### config.mk
export PLATFORM = sky130hd
export DESIGN_NAME = src_voice_sched
export DESIGN_NICKNAME = d
export VERILOG_FILES = /design/src/rtl/src_voice_sched.sv
export SDC_FILE = /design/constraint.sdc
export NUM_CORES = 1
export LEC_CHECK = 0
export ABC_AREA = 0
export CORE_UTILIZATION = 58
export CTS_CLUSTER_SIZE = 25
export DETAILED_ROUTE_END_ITERATION = 8
export PLACE_DENSITY = 0.82
export SYNTH_ARGS = -nofsm -noshare
export SYNTH_HDL_FRONTEND = slang
export SYNTH_SLANG_ARGS = --single-unit
### constraint.sdc
create_clock -name mclk -period 3.3 [get_ports mclk]
set_input_delay 0.33 -clock mclk [delete_from_list [all_inputs] [get_ports mclk]]
set_output_delay 0.33 -clock mclk [all_outputs]
set_load 0.005 [all_outputs]
### src/rtl/src_voice_sched.sv
// Frame-rate voice scheduler: time-shares one sample engine across NUM_VOICES voices
// per pblrc frame and emits one saturated mixed sample per frame.
module src_voice_sched #(
  parameter  int NUM_VOICES    = 4,
  parameter  int FREQ_RES_BITS = 8,
  parameter  int VOLUME_BITS   = 8,
  parameter  int SAMPLE_BITS   = 16,
  localparam int VW            = (NUM_VOICES > 1) ? $clog2(NUM_VOICES) : 1
) (
  input  logic                     mclk,
  input  logic                     rst,
  input  logic                     pblrc,
  input  logic                     cfg_we,
  input  logic [VW-1:0]            cfg_addr,
  input  logic [FREQ_RES_BITS-1:0] cfg_freq,
  input  logic [VOLUME_BITS-1:0]   cfg_vol,
  input  logic                     cfg_en,
  output logic                     eng_req,
  output logic [VW-1:0]            eng_voice,
  output logic [FREQ_RES_BITS-1:0] eng_freq,
  output logic [VOLUME_BITS-1:0]   eng_vol,
  input  logic                     eng_ack,
  input  logic [SAMPLE_BITS-1:0]   eng_sample,
  output logic [SAMPLE_BITS-1:0]   mix_sample,
  output logic                     mix_valid,
  output logic                     overrun
);
  localparam int AW    = SAMPLE_BITS + $clog2(NUM_VOICES) + 1;
  localparam int LASTI = NUM_VOICES - 1;
  localparam logic [VW-1:0] LAST   = LASTI[VW-1:0];
  localparam logic [VW:0]   NV_CNT = NUM_VOICES[VW:0];
  localparam logic signed [AW-1:0] SAT_MAX = {{(AW-SAMPLE_BITS+1){1'b0}}, {(SAMPLE_BITS-1){1'b1}}};
  localparam logic signed [AW-1:0] SAT_MIN = {{(AW-SAMPLE_BITS+1){1'b1}}, {(SAMPLE_BITS-1){1'b0}}};

  typedef enum logic [2:0] {S_IDLE, S_LOAD, S_REQ, S_WAIT, S_ACC, S_DONE} state_t;

  state_t state, state_nx;

  logic [NUM_VOICES-1:0]                    sh_en, act_en;
  logic [NUM_VOICES-1:0][FREQ_RES_BITS-1:0] sh_freq, act_freq;
  logic [NUM_VOICES-1:0][VOLUME_BITS-1:0]   sh_vol, act_vol;

  logic                   pb_s1, pb_s2, pb_s3, fs;
  logic [VW-1:0]          idx;
  logic signed [AW-1:0]   acc, acc_sum;
  logic [SAMPLE_BITS-1:0] samp_q;
  logic                   cur_en, last;

  function automatic logic [SAMPLE_BITS-1:0] sat(input logic signed [AW-1:0] a);
    if (a > SAT_MAX)      return SAT_MAX[SAMPLE_BITS-1:0];
    else if (a < SAT_MIN) return SAT_MIN[SAMPLE_BITS-1:0];
    else                  return a[SAMPLE_BITS-1:0];
  endfunction

  assign cur_en  = act_en[idx];
  assign last    = (idx == LAST);
  assign acc_sum = acc + AW'($signed(samp_q));

  // Shadow registers; the active set only picks these up in LOAD
  always_ff @(posedge mclk or negedge rst) begin
    if (!rst) begin
      sh_en   <= '0;
      sh_freq <= '0;
      sh_vol  <= '0;
    end else if (cfg_we && ({1'b0, cfg_addr} < NV_CNT)) begin
      sh_en[cfg_addr]   <= cfg_en;
      sh_freq[cfg_addr] <= cfg_freq;
      sh_vol[cfg_addr]  <= cfg_vol;
    end
  end

  // pblrc synchroniser plus registered rising-edge pulse
  always_ff @(posedge mclk or negedge rst) begin
    if (!rst) begin
      pb_s1 <= 1'b0;
      pb_s2 <= 1'b0;
      pb_s3 <= 1'b0;
      fs    <= 1'b0;
    end else begin
      pb_s1 <= pblrc;
      pb_s2 <= pb_s1;
      pb_s3 <= pb_s2;
      fs    <= pb_s2 & ~pb_s3;
    end
  end

  always_ff @(posedge mclk or negedge rst) begin
    if (!rst) state <= S_IDLE;
    else      state <= state_nx;
  end

  always_comb begin
    state_nx = state;
    unique case (state)
      S_IDLE: if (fs) state_nx = S_LOAD;
      S_LOAD: state_nx = S_REQ;
      S_REQ: begin
        if (cur_en)    state_nx = S_WAIT;
        else if (last) state_nx = S_DONE;
      end
      S_WAIT: if (eng_ack) state_nx = S_ACC;
      S_ACC:  state_nx = last ? S_DONE : S_REQ;
      S_DONE: state_nx = S_IDLE;
      default: state_nx = S_IDLE;
    endcase
  end

  // mix_sample/mix_valid load on the edge entering DONE, so the strobe spans DONE
  always_ff @(posedge mclk or negedge rst) begin
    if (!rst) begin
      act_en     <= '0;
      act_freq   <= '0;
      act_vol    <= '0;
      acc        <= '0;
      idx        <= '0;
      samp_q     <= '0;
      eng_req    <= 1'b0;
      eng_voice  <= '0;
      eng_freq   <= '0;
      eng_vol    <= '0;
      mix_sample <= '0;
      mix_valid  <= 1'b0;
      overrun    <= 1'b0;
    end else begin
      mix_valid <= 1'b0;
      if (fs && state != S_IDLE) overrun <= 1'b1;
      unique case (state)
        S_LOAD: begin
          act_en   <= sh_en;
          act_freq <= sh_freq;
          act_vol  <= sh_vol;
          acc      <= '0;
          idx      <= '0;
        end
        S_REQ: begin
          if (cur_en) begin
            eng_req   <= 1'b1;
            eng_voice <= idx;
            eng_freq  <= act_freq[idx];
            eng_vol   <= act_vol[idx];
          end else if (last) begin
            mix_sample <= sat(acc);
            mix_valid  <= 1'b1;
          end else begin
            idx <= idx + 1'b1;
          end
        end
        S_WAIT: if (eng_ack) samp_q <= eng_sample;
        S_ACC: begin
          acc     <= acc_sum;
          eng_req <= 1'b0;
          if (last) begin
            mix_sample <= sat(acc_sum);
            mix_valid  <= 1'b1;
          end else begin
            idx <= idx + 1'b1;
          end
        end
        default: ;
      endcase
    end
  end
endmodule

# == Word level (Yosys, flattened, before mapping) ==
# Index checks and enable logic that the tools add are counted.
# word_totals
regBits,217
inputBits,40
output_inout_bits,37
elab_cells,105
# op_classes
add_sub_neg,2
magnitude_cmp,7
n_eq_ne,12
muxes,36
bitwise,2
n_reduce_logical,13
# op_table
op,n
two-way mux 16 bit,7
bitwise mux 32 bit,2
greater-than comparator 19 x 16 -> 1 bit (second input constant),2
< comparator 19 x 16 -> 1 bit (second input constant),2
case mux 19 bit (2 select lines),1
binary-select mux 8 bit (select 2 bit),2
case mux 16 bit (2 select lines),1
two-way mux 8 bit,3
adder 19 x 16 -> 19 bit,1
demux 8 bit (select 2 bit),1
two-way mux 3 bit,5
case mux 3 bit (5 select lines),1
inequality test 2 bit (second input constant),6
AND reduction 2 bit,4
== test 3 x 2 -> 1 bit (second input constant),2
< comparator 2 x 3 -> 1 bit (second input constant),2
case mux 2 bit (3 select lines),1
nonzero test 3 bit,2
two-way mux 1 bit,5
bitwise mux 4 bit,1
two-way mux 2 bit,2
case mux 1 bit (2 select lines),2
AND reduction 4 bit,1
nonzero test 2 bit,2
other kinds (13),14

# == Longest topological paths before layout ==
# Gate-level depths: netlist of the first run.
# depth
word_depth,6
mapped_depth,12
depth_no_buf,11

# == Least setup slack after synthesis of the first run ==
# No wires, ideal clock.
# synth_path
path_type,flip-flop to flip-flop
startpoint,reg acc[0]
endpoint,reg mix_sample[10]
setup_time_ns,0.126
arrival_ns,2.765
required_ns,3.174
path_slack_ns,0.409
stages_incl_launch_ff,13
path_buffers,1
period_less_slack_ns,2.891
cell_sequence,dfrtp_1 ha_1 inv_1 fa_1 nand2b_1 a21oi_1 o41a_1 a2111o_1 o211a_2 a211oi_2 o21ai_2 buf_6 o32a_1
# synth_between
elab_chain_cells,6
elab_cells_between_ends,13
cone_classes,add/sub (1); order compare (4); mux (8)
# synth_rtl
item,line_no,rtl
start: declaration,45,"logic signed [AW-1:0] acc, acc_sum;"
start signal: assignment,150,acc <= acc_sum;
adder 19 x 16 -> 19 bit or < comparator 19 x 16 -> 1 bit (tied branches),"57, 51",
< comparator 19 x 16 -> 1 bit or two-way mux 16 bit (tied branches),51,else if (a < SAT_MIN) return SAT_MIN[SAMPLE_BITS-1:0];
"two-way mux 16 bit, on equally long branches","51, 50",
"two-way mux 16 bit, on equally long branches","50, 141",
"two-way mux 16 bit, on equally long branches","152, 136",
case mux 16 bit (2 select lines) (*),127,unique case (state)
end signal: assignment,142,mix_sample <= sat(acc);
end signal: assignment,153,mix_sample <= sat(acc_sum);
end: declaration,24,"output logic [SAMPLE_BITS-1:0] mix_sample,"
# Mark *: on every way between the ends. The rest lies on a longest branch, timed or not. The select of a mux whose other input is x is not followed.
# A chain may end at the register's enable or synchronous reset.

# == Final worst setup path of the first run ==
# layout_path
startpoint,reg samp_q[15]
endpoint,reg mix_sample[7]
# layout_between
elab_chain_cells,6
elab_cells_between_ends,7
cone_classes,add/sub (1); order compare (2); mux (4)
# layout_rtl
item,line_no,rtl
start: declaration,46,logic [SAMPLE_BITS-1:0] samp_q;
start signal: assignment,148,S_WAIT: if (eng_ack) samp_q <= eng_sample;
adder 19 x 16 -> 19 bit (*),57,assign acc_sum = acc + AW'($signed(samp_q));
< comparator 19 x 16 -> 1 bit,51,
two-way mux 16 bit,51,
two-way mux 16 bit (*),50,if (a > SAT_MAX) return SAT_MAX[SAMPLE_BITS-1:0];
two-way mux 16 bit (*),152,if (last) begin
case mux 16 bit (2 select lines) (*),127,
# Marks and branches as above.

==> results of run 1 <==
[stage by stage]
step	hold slack, ns	worst slack (ns)	instances
6_report	0.252	0.0732	1046
3_5_place_dp	0.350	0.0672	997
2_1_floorplan	0.0344	0.409	720
3_3_place_gp	0.338	0.216	997
5_1_grt	0.253	-0.0582	1046
4_1_cts	0.244	0.0470	1040
[state kept, by name, indices dropped and copies added (netlist names)]
signal      flops
acc            19
mix_sample     16
idx             2
act_en          4
mix_valid       1
state           3
eng_voice       2
overrun         1
pb_s2           1
eng_req         1
samp_q         16
eng_freq        8
eng_vol         8
sh_en           4
sh_vol         32
sh_freq        32
act_freq       32
pb_s1           1
act_vol        32
fs              1
pb_s3           1
[timing repair]
action                     in CTS  in global routing
setup endpoints to repair       0                 12
hold buffers                    1                  0
resized for setup               0                  6
setup buffers                   0                  5
hold endpoints to repair      106                  0
[area by class of cell]
cell class | instances | share of cell area
inverters | 9 | 0.00289
clock buffers | 31 | 0.0552
well taps | 216 | 0.0231
repair buffers | 101 | 0.0838
multi-input cells | 461 | 0.358
clock inverters | 11 | 0.0126
flip-flops and latches | 217 | 0.464
[layer usage]
metal	vias up	track usage	routed length (um)
met5	-	0	0
met4	0	0.0853	621
met3	52	0.0424	1080
met2	225	0.428	10700
met1	3247	0.338	8980
li1	2836	-	-
[report_power, final]
part / internal, mW / switching [mW] / total [mW]
Sequential: 3.68 / 0.638 / 4.32
Clock: 1.62 / 1.05 / 2.67
Combinational: 2.61 / 2.41 / 5.02
[final timing paths]
check                      startpoint            end  slack [ns]  cells past startpoint
max                        samp_q[15]  mix_sample[7]        0.07                      9
max reg2reg                samp_q[15]  mix_sample[7]        0.07                      9
min                             pblrc          pb_s1        0.25                      1
min in group asynchronous         rst          pb_s2        0.46                      2
max in group asynchronous         rst     sh_vol[31]        2.01                      3
min reg2reg                     pb_s1          pb_s2        0.36                      0
[critical path, cell delays in order (launching register included)]
cell	delay, ns
dfrtp_1	0.43
ha_1	0.46
inv_1	0.13
and3_1	0.17
a2111oi_1	0.65
o311ai_4	0.29
a211oi_4	0.28
buf_4	0.16
o21ai_2	0.13
o32a_1	0.41
[cells in the mapped netlist (all sizes together), types with 2 or more instances]
master	count
o21bai	2
o21a	13
xnor2	10
o21ai	21
or3	4
nand2	53
and3	4
a21o	8
a2111oi	2
a31oi	3
a41oi	2
o32a	15
o211ai	6
o31ai	2
mux4	17
a22o	3
nor3	3
ha	19
nor2	16
nand3b	2
buf	5
dfrtp	217
nand3	9
mux2	171
and2	3
nor2b	2
nand2b	13
a2111o	3
clkbuf	29
a211oi	7
xor2	2
inv	9
o211a	3
nor3b	2
a21oi	31
[logic make-up (layout without fill, tap and decap cells)]
logic type	Yosys count	in the layout
DFF	217	217
muxes	188	188
AOI/OAI and AO/OA	127	128
and+or+nand+nor	113	113
xor gates and xnor gates	12	12
adders and majority gates	20	20
buffers and inverters	43	152
==> results by group, run 1 <==
Outcome
  • Outcome: finished, final reports clean

Pwr
  • VDD IR max: around 580 uV
  • Lkg Pwr: 5.10 nW
  • Power Density: around 1000 nW/um2
  • Design Power: between 10 and 15 mW

Drt
  • Routed len/inst: roughly 20 um
  • Final WL: 21400 um
  • First-pass DRT Iterations: 5
  • Vias per std cell: between 6 and 7
  • Remaining antenna violation count: 0
  • Routed via count: roughly 6400
  • Residual DRC: 0
  • 1st-iter DRT viols: approximately 460

Logic synthesis
  • Syn. warnings: 0
  • Synthesized-area fraction occupied by and/or/nand/nor cells: 0.0550
  • Synth top area share: 0.558
  • Adder-Cell Fraction of Synth Area: 0.0265
  • Multiplexer share of the synthesized area: 0.237
  • Post-Syn Area: approximately 9700 um2
  • Distinct cells, synth: 52
  • Syn_area_per_cell: ~14 um2
  • Fraction of registers with async set/reset: 1.00
  • Register bit total from synthesis: roughly 220
  • Post-synth EDFFs: 0
  • Top_reg_cell synth: dfrtp_1
  • Syn nets: 780
  • Most area-hungry cell type in the Yosys netlist: dfrtp_1
  • Post-synthesis sequential area ratio: 0.558
  • Top area cells in the synthesized netlist: dfrtp_1 56%, mux2_2 20%, mux4_2 3.9%
  • Xor-xnor portion of the synthesized cell area: 0.0108
  • Synth Instances: 720
  • Main combinational cell family by area after synthesis: multiplexers
  • Compound-gate portion of the synthesized area: 0.0945

Timing
  • Final setup fails: 0
  • Slew headroom: 0.320
  • Endpoints failing hold: 0
  • Minimum clock period: roughly 3.2 ns
  • Slew Viols, Final: 0
  • Worst-Margin Slew: slightly above 1 ns
  • Max Clk Rate: roughly 310 MHz
  • Fin crit share: 0.978
  • Skew final: 0.00814 ns
  • Setup tns final: 0 ns

Clocking
  • H-tree depth: 1
  • Root buf cell: clkbuf_16
  • Clock buffer depth: 3
  • Clock slew at reported path FFs: about 0.060 ns
  • Worst-skew pair later-pin latency: slightly above 0.5 ns
  • TritonCTS clock tree: done
  • Cts bufs inserted: 23
  • Clk sinks: between 200 and 250

Worst setup path
  • Critical Path RT: 3.69 ns
  • CP endpoint kind: register
  • Worst Path Max Fanout: 9
  • CP arrival: roughly 3.6 ns
  • Startpoint type of the worst setup path: register
  • Crit path kind: reg2reg

Place
  • Detailed Place HPWL: between 10000 and 15000 um
  • IO buf count: 76
  • Post-DP Area: roughly 11000 um2
  • GP Congestion: around 0.91

Layout
  • Commonest non-fill, non-tap cell in the layout: dfrtp_1
  • Final Util: 0.725
  • Final layout net count: 873
  • Synth-to-layout area growth: 20.1%
  • Layout cells sized above 1: 0.318
  • Area of the multi-input gates: about 4200 um2
  • Fillers: between 1000 and 1500
  • # diodes: 0
  • FF+latch area: between 5000 and 6000 um2
  • Design area: roughly 12000 um2
  • Commonest cells after routing, fill and taps aside: 217 x dfrtp_1, 171 x mux2_2, 75 x clkdlybuf4s50_1

Floorplanning
  • # rows: between 40 and 50
  • Initial cell density of the core: 0.604
  • Core ar.: 16100 um2
  • I/O pin count: 77
  • Die X: around 130 um
  • Die Span Y: between 100 and 150 um
  • Die area: between 15000 and 20000 um2

GRT
  • Total global routing overflow: 0
  • Vias in the first global route: 6786
  • Initial antenna violation count: 0
  • All-Layer GR Usage: 0.255
  • Largest net degree at the start of global routing: between 100 and 150
  • First-pass GRT wire length: roughly 35000 um

Flow run
  • # Max-Cap Violations: 0

Hold path
  • Worst min path class: in2reg
Power figures use the tool's default switching activity.
==> run 2: changes to the inputs <==
CORE_MARGIN = 3   (was unset)
==> results by group, run 2 (same netlist as run 1, synthesis figures left out) <==
Floorplanning
  • # rows: 46 (unchanged)
  • Initial cell density of the core: 0.602 (was 0.604)
  • Core ar.: 16200 um2 (was 16100 um2)
  • Die area: 18400 um2 (was 17300 um2)
  • Die X: 136 um (was 132 um)
  • I/O pin count: 77 (unchanged)
  • Die Span Y: 136 um (was 132 um)

GRT
  • Total global routing overflow: 0 (unchanged)
  • Initial antenna violation count: 0 (unchanged)
  • Largest net degree at the start of global routing: 101 (was 109)
  • Vias in the first global route: 6798 (was 6786)
  • All-Layer GR Usage: 0.238 (was 0.255)
  • First-pass GRT wire length: 35000 um (was 35300 um)

Drt
  • Vias per std cell: 6.04 (was 6.08)
  • 1st-iter DRT viols: 404 (was 462)
  • Final WL: 21000 um (was 21400 um)
  • Routed len/inst: 20.2 um (was 20.5 um)
  • Remaining antenna violation count: 0 (unchanged)
  • Routed via count: 6283 (was 6360)
  • First-pass DRT Iterations: 5 (unchanged)
  • Residual DRC: 0 (unchanged)

Timing
  • Worst-Margin Slew: 1.23 ns (was 1.02 ns)
  • Final setup fails: 0 (unchanged)
  • Skew final: 0.0112 ns (was 0.00814 ns)
  • Minimum clock period: 3.23 ns (about the same)
  • Slew headroom: 0.175 (was 0.320)
  • Fin crit share: 0.980 (was 0.978)
  • Max Clk Rate: 309 MHz (was 310 MHz)
  • Setup tns final: 0 ns (unchanged)
  • Endpoints failing hold: 0 (unchanged)
  • Slew Viols, Final: 0 (unchanged)

Worst setup path
  • Crit path from: acc[0] (was samp_q[15])
  • Crit path kind: reg2reg (unchanged)
  • Startpoint type of the worst setup path: register (unchanged)
  • FF-to-FF Start: acc[0] (was samp_q[15])
  • CP arrival: 3.63 ns (was 3.62 ns)
  • CP endpoint kind: register (unchanged)
  • Worst Path Max Fanout: 7 (was 9)
  • Critical Path RT: 3.70 ns (was 3.69 ns)

Clocking
  • Cts bufs inserted: 23 (unchanged)
  • Worst-skew pair later-pin latency: 0.52 ns (was 0.51 ns)
  • Clk sinks: 217 (unchanged)
  • Root buf cell: clkbuf_16 (unchanged)
  • Clock slew at reported path FFs: 0.06 ns (about the same)
  • H-tree depth: 1 (unchanged)
  • Clock buffer depth: 3 (unchanged)
  • TritonCTS clock tree: done (unchanged)

Layout
  • Final Util: 0.721 (was 0.725)
  • Final layout net count: 868 (was 873)
  • Commonest non-fill, non-tap cell in the layout: dfrtp_1 (unchanged)
  • Commonest cells after routing, fill and taps aside: 217 x dfrtp_1, 171 x mux2_2, 75 x clkdlybuf4s50_1 (unchanged)
  • Synth-to-layout area growth: 19.8% (was 20.1%)
  • Layout cells sized above 1: 0.314 (was 0.318)
  • # diodes: 0 (unchanged)

Hold path
  • Min-delay src: pblrc (unchanged)
  • Worst min path class: in2reg (unchanged)

Pwr
  • VDD IR max: 638 uV (was 585 uV)
  • Lkg Pwr: 5.06 nW (was 5.10 nW)
  • Power Density: 1020 nW/um2 (was 1030 nW/um2)

Place
  • Detailed Place HPWL: 13900 um (about the same)
  • GP Congestion: 0.868 (was 0.905)
  • IO buf count: 76 (unchanged)

Outcome
  • Outcome: finished, final reports clean (unchanged)

Flow run
  • # Max-Cap Violations: 0 (unchanged)
run 2: final timing paths:
| kind | to | slack [ns] | cells past startpoint |
|---|---|---|---|
| max in group asynchronous | samp_q[9] | 1.99 | 3 |
| worst min-delay path | pb_s1 | 0.26 | 1 |
| worst max register to register | mix_sample[6] | 0.07 | 12 |
| min in group asynchronous | pb_s1 | 0.47 | 2 |
| worst min register to register | pb_s2 | 0.36 | 0 |
| worst max-delay path | mix_sample[6] | 0.07 | 12 |
run 2: area by class of cell:
cell class	count	area, um2
Inverter	9	33.8
Timing Repair Buffer	96	942
Tap cell	216	270
Clock inverter	10	145
Fill cell	1083	4510
Sequential cell	217	5430
Clock buffer	32	649
Multi-Input combinational cell	461	4190
run 2: where the power goes:
| group | leakage [nW] | total [mW] | internal, mW | switching, mW |
|---|---|---|---|---|
| Sequential | 2.65 | 4.32 | 3.68 | 0.638 |
| Combinational | 2.02 | 4.91 | 2.55 | 2.36 |
| Clock | 0.386 | 2.68 | 1.62 | 1.06 |
run 2: metrics by stage:
| stage | area, um2 | power (mW) | hold WS (ns) | instances | setup WS [ns] |
|---|---|---|---|---|---|
| 4_1_cts | 11600 | 11.8 | 0.258 | 1037 | 0.0752 |
| 3_5_place_dp | 10800 | 9.08 | 0.340 | 994 | 0.114 |
| 5_1_grt | 11700 | 12.6 | 0.269 | 1041 | -0.0331 |
| 2_1_floorplan | 9730 | 7.55 | 0.0344 | 720 | 0.409 |
| 6_report | 11700 | 11.9 | 0.265 | 1041 | 0.0663 |
| 3_3_place_gp | 10800 | 8.80 | 0.345 | 994 | 0.206 |
run 2: layer usage:
| metal | GRT usage | up-vias | share of wire |
|---|---|---|---|
| met2 | 0.403 | 178 | 0.50 |
| met3 | 0.0375 | 39 | 0.048 |
| met5 | 0 | - | 0 |
| met4 | 0.0711 | 0 | 0.020 |
| met1 | 0.323 | 3242 | 0.43 |
| li1 | - | 2824 | - |
run 2: worst max-delay path, cell delays in order, from the launching register on:
cell and delay, ns:
dfrtp_1 0.39, ha_1 0.25, inv_1 0.09, fa_1 0.19
nand2b_4 0.14, a21oi_2 0.06, o41a_1 0.50, a2111o_1 0.45
o211a_2 0.19, a211oi_4 0.20, buf_4 0.17, o21ai_4 0.10
o32a_1 0.38
run 2: repair_timing:
item	CTS	global route
setup endpoints to repair	0	15
endpoints found under the hold margin	98	0
hold buffers	1	0
setup buffers	0	3
gates resized for setup	0	7
==> run 3: changes to the inputs <==
ABC_AREA = unset   (was 0)
==> results of run 3 <==
Final layout, timing and power as in run 2 (identical DEF).
==> edit 1 (flow settings as in run 2) <==
Re-encode `state_t` (6 states) as one-hot, 6 bits wide.
--- a/src/rtl/src_voice_sched.sv
+++ b/src/rtl/src_voice_sched.sv
@@ -33,5 +33,5 @@
   localparam logic signed [AW-1:0] SAT_MIN = {{(AW-SAMPLE_BITS+1){1'b1}}, {(SAMPLE_BITS-1){1'b0}}};
 
-  typedef enum logic [2:0] {S_IDLE, S_LOAD, S_REQ, S_WAIT, S_ACC, S_DONE} state_t;
+  typedef enum logic [5:0] {S_IDLE = 6'b000001, S_LOAD = 6'b000010, S_REQ = 6'b000100, S_WAIT = 6'b001000, S_ACC = 6'b010000, S_DONE = 6'b100000} state_t;
 
   state_t state, state_nx;
Behaviour: same outputs for any inputs over 10 cycles, from zero or initial values and one cycle with rst low; not proved beyond that.
==> edit 1 against run 2 <==
- sequential cell count rose by 3
- final area rose by 0.28%
- synthesized area rose by 0.55%
- worst setup slack improved by 0.17 ns
- die area rose by 0.53%
- synthesized cell count rose by 2.9%
- wire length rose by 2.1%
Power is not compared: it rests on default switching activity, and its combinational part moved more than twofold at a synthesized area within 25%.
==> edit 1: results (changes against run 2) <==
* Post-DP Area at 10900 sq um (+0.89%)
* Top cells by area, synth: dfrtp_1, mux2_2, mux4_2
* GRT met3 Usage at 0.0377 (+0.000231)
* CP max-delay cell: a31oi_4
* Synth Area in XOR/XNOR at 0.0142 (+0.00339)
* Worst slew margin at 0.377 (+0.202)
* Non-clock buffer share at 0.0831 (+0.00234)
* First-pass GRT wire length at 35.8 mm (+2.4%)
* Vias/cell at 5.93 (-1.8%)
* Clk cell area share at 0.0680 (-0.0000823)
* Syn Area/Cell at 13.2 sq um (-2.3%)
* Sequential-to-total area share from yosys stat at 0.563 (+0.00473)
* Layout cells sized above 1 at 0.293 (-0.0211)
* Fmax at 326 MHz (+5.4%)
* Met3 WL post-DR at 1.02 mm (+0.39%)
* CP max FO at 15 (+8)
* Worst Setup EP: mix_sample[3]
* Fillers at 1055 (-2.6%)
* Vias in the first global route at 6855 (+0.84%)
* Largest stage delay on the critical path at 0.41 ns (-0.09 ns)
* Post-DP HPWL at 14.7 mm (+5.9%)
* Mux contribution to synthesized area at 0.217 (-0.0197)
* Layout Nets at 892 (+2.8%)
* DP Worst Slack at 0.228 ns (+0.114 ns)
* Comb_multi_in at 474 (+2.8%)
* Overall Global Routing Usage at 0.244 (+0.00573)
* Met2 routed WL at 11.4 mm (+7.9%)
* Final Skew at 0.0129 ns (+0.00171 ns)
* R2R cell count at 11 (-1)
* Outcome: finished clean
* Final wirelength at 21.5 mm (+2.1%)
* Layout Cells excl Fill at 1063 (+2.1%)
* Synth unique cells at 58 (+12%)
* Fraction of the mapped netlist area in adder cells at 0.0263 (-0.000146)
* GRT met2 Usage at 0.431 (+0.0279)
* Pin count of the biggest net entering global routing at 106 (+5.0%)
* #FFs+latches synth at 220 (+1.4%)
* Signal inverters at 13 (+4)
* Metal-1 WL at 8.67 mm (-4.5%)
* M1 GR Usage at 0.315 (-0.00815)
* Arrival time worst endpoint at 3.43 ns (-0.20 ns)
* Sequential cell area share at 0.471 (+0.00523)
* Initial antenna violation count at 1 (+1)
* Final core utilization at 0.723 (+0.00201)
edit 1: cell count changes in the layout (fill, tap and decap cells not counted), sizes merged, moves of 13 or more:
| cell | delta |
|---|---|
| a21oi | -13 |
| a31oi | +17 |
| mux2 | -16 |
| nor2 | +22 |
| o21ai | +15 |
| o32a | -15 |
edit 1: where the power goes:
group | internal [mW] | leakage [nW] | switching (mW) | total, mW
combinational | 1.16 | 2.02 | 0.775 | 1.94
sequential | 3.42 | 2.77 | 0.408 | 3.83
clock | 1.64 | 0.389 | 1.03 | 2.67
total | 6.22 | 5.18 | 2.21 | 8.44
edit 1: worst min-delay path by stage:
stage                  end  slack (ns)   from  cells past startpoint
CTS                  pb_s1        0.25  pblrc                      1
finish               pb_s1        0.26  pblrc                      1
detailed placement   pb_s2        0.34  pb_s1                      0
global placement     pb_s2        0.33  pb_s1                      0
floorplan           acc[0]        0.03    rst                      0
global route         pb_s1        0.24  pblrc                      1
==> edit 2 (flow settings as in run 2) <==
Made on the original files. Set the parameter `SAMPLE_BITS` to 32 (it was 16).
--- a/src/rtl/src_voice_sched.sv
+++ b/src/rtl/src_voice_sched.sv
@@ -5,5 +5,5 @@
   parameter  int FREQ_RES_BITS = 8,
   parameter  int VOLUME_BITS   = 8,
-  parameter  int SAMPLE_BITS   = 16,
+  parameter  int SAMPLE_BITS   = 32,
   localparam int VW            = (NUM_VOICES > 1) ? $clog2(NUM_VOICES) : 1
 ) (
Ports: changed (resized eng_sample and mix_sample); port bits go from 77 to 109. The function was not compared with the original's and may differ.
==> edit 2 against run 2 <==
- wire length up 35%
- global-route usage increased by 0.25 points
- count of clock-buffer cells in the layout rose by 9
- worst setup slack improved by 0.037 ns
- final area is 29% higher
- power grew 26%
- sequential cell count increased by 48
- die area is 28% higher
- maximum frequency is 1.1% higher
- synthesized area increased by 29%
==> edit 2: results (changes against run 2) <==
* Outcome: finished clean
* DP Worst Slack at 0.0662 ns (-0.0474 ns)
* Synth Area in XOR/XNOR at 0.0222 (+0.0114)
* Worst slew margin at 0.383 (+0.208)
* Synth unique cells at 58 (+12%)
* Synth Area in Compound Gates at 0.115 (+0.0210)
* Pin count of the biggest net entering global routing at 99 (-2.0%)
* Clk pwr share at 0.200 (-0.025)
* Peak supply drop at 0.626 mV (-1.9%)
* Via count at 8617 (+37%)
* Syn Area/Cell at 12.2 sq um (-9.5%)
* Largest stage delay on the critical path at 0.41 ns (-0.09 ns)
* Mux contribution to synthesized area at 0.198 (-0.0391)
* Worst-Skew Late Latency at 0.55 ns (+0.03 ns)
* Vias/cell at 6.04 (about the same)
* Post-DP HPWL at 18.4 mm (+32%)
* Top cells by area, synth: dfrtp_1, mux2_2, ha_1
* Switch Pwr at 5.47 mW (+35%)
* Fraction of the mapped netlist area in adder cells at 0.0365 (+0.00999)
* IO buf count at 108 (+42%)
* Drt first-iter violations at 443 (+9.7%)
* Fillers at 1443 (+33%)
* Power Density at 1000 nW/um^2 (-1.8%)
* Final Skew at 0.0113 ns (+0.0000401 ns)
* DP Cell Count at 1376 (+38%)
* Vias in the first global route at 9172 (+35%)
* Final Wtd Congestion at 0.977 (+13%)
* Top cells by count, synth: dfrtp_1, mux2_2, nor2_1
* Overall Global Routing Usage at 0.241 (+0.00254)
* Final wirelength at 28.3 mm (+35%)
* Layout cells sized above 1 at 0.266 (-0.0474)
* Flop pwr share at 0.356 (-0.007)
* Arrival time worst endpoint at 3.68 ns (+0.05 ns)
edit 2: layer usage:
layer,wire [microns],track usage,share of wire,up-vias
met5,0,0,0,-
met4,587,0.0615,0.021,0
met3,1470,0.0377,0.052,47
met2,14500,0.427,0.51,225
met1,11800,0.313,0.42,4361
li1,-,-,-,3984
edit 2: cell type report:
| type | instances | area share |
|---|---|---|
| inverter | 13 | 0.00325 |
| sequential | 265 | 0.442 |
| clock inverter | 6 | 0.00392 |
| timing repair buffer | 138 | 0.0921 |
| multi-input combinational | 689 | 0.380 |
| tap | 275 | 0.0229 |
| clock buffer | 41 | 0.0553 |
edit 2: path summary, 6_finish.rpt:
check	startpoint	endpoint	slack (ns)	cells past startpoint
max	acc[1]	mix_sample[2]	0.10	12
min	pblrc	pb_s1	0.28	1
max reg2reg	acc[1]	mix_sample[2]	0.10	12
min reg2reg	pb_s1	pb_s2	0.35	0
max in group asynchronous	rst	act_freq[24]	2.01	3
min in group asynchronous	rst	samp_q[12]	0.41	2
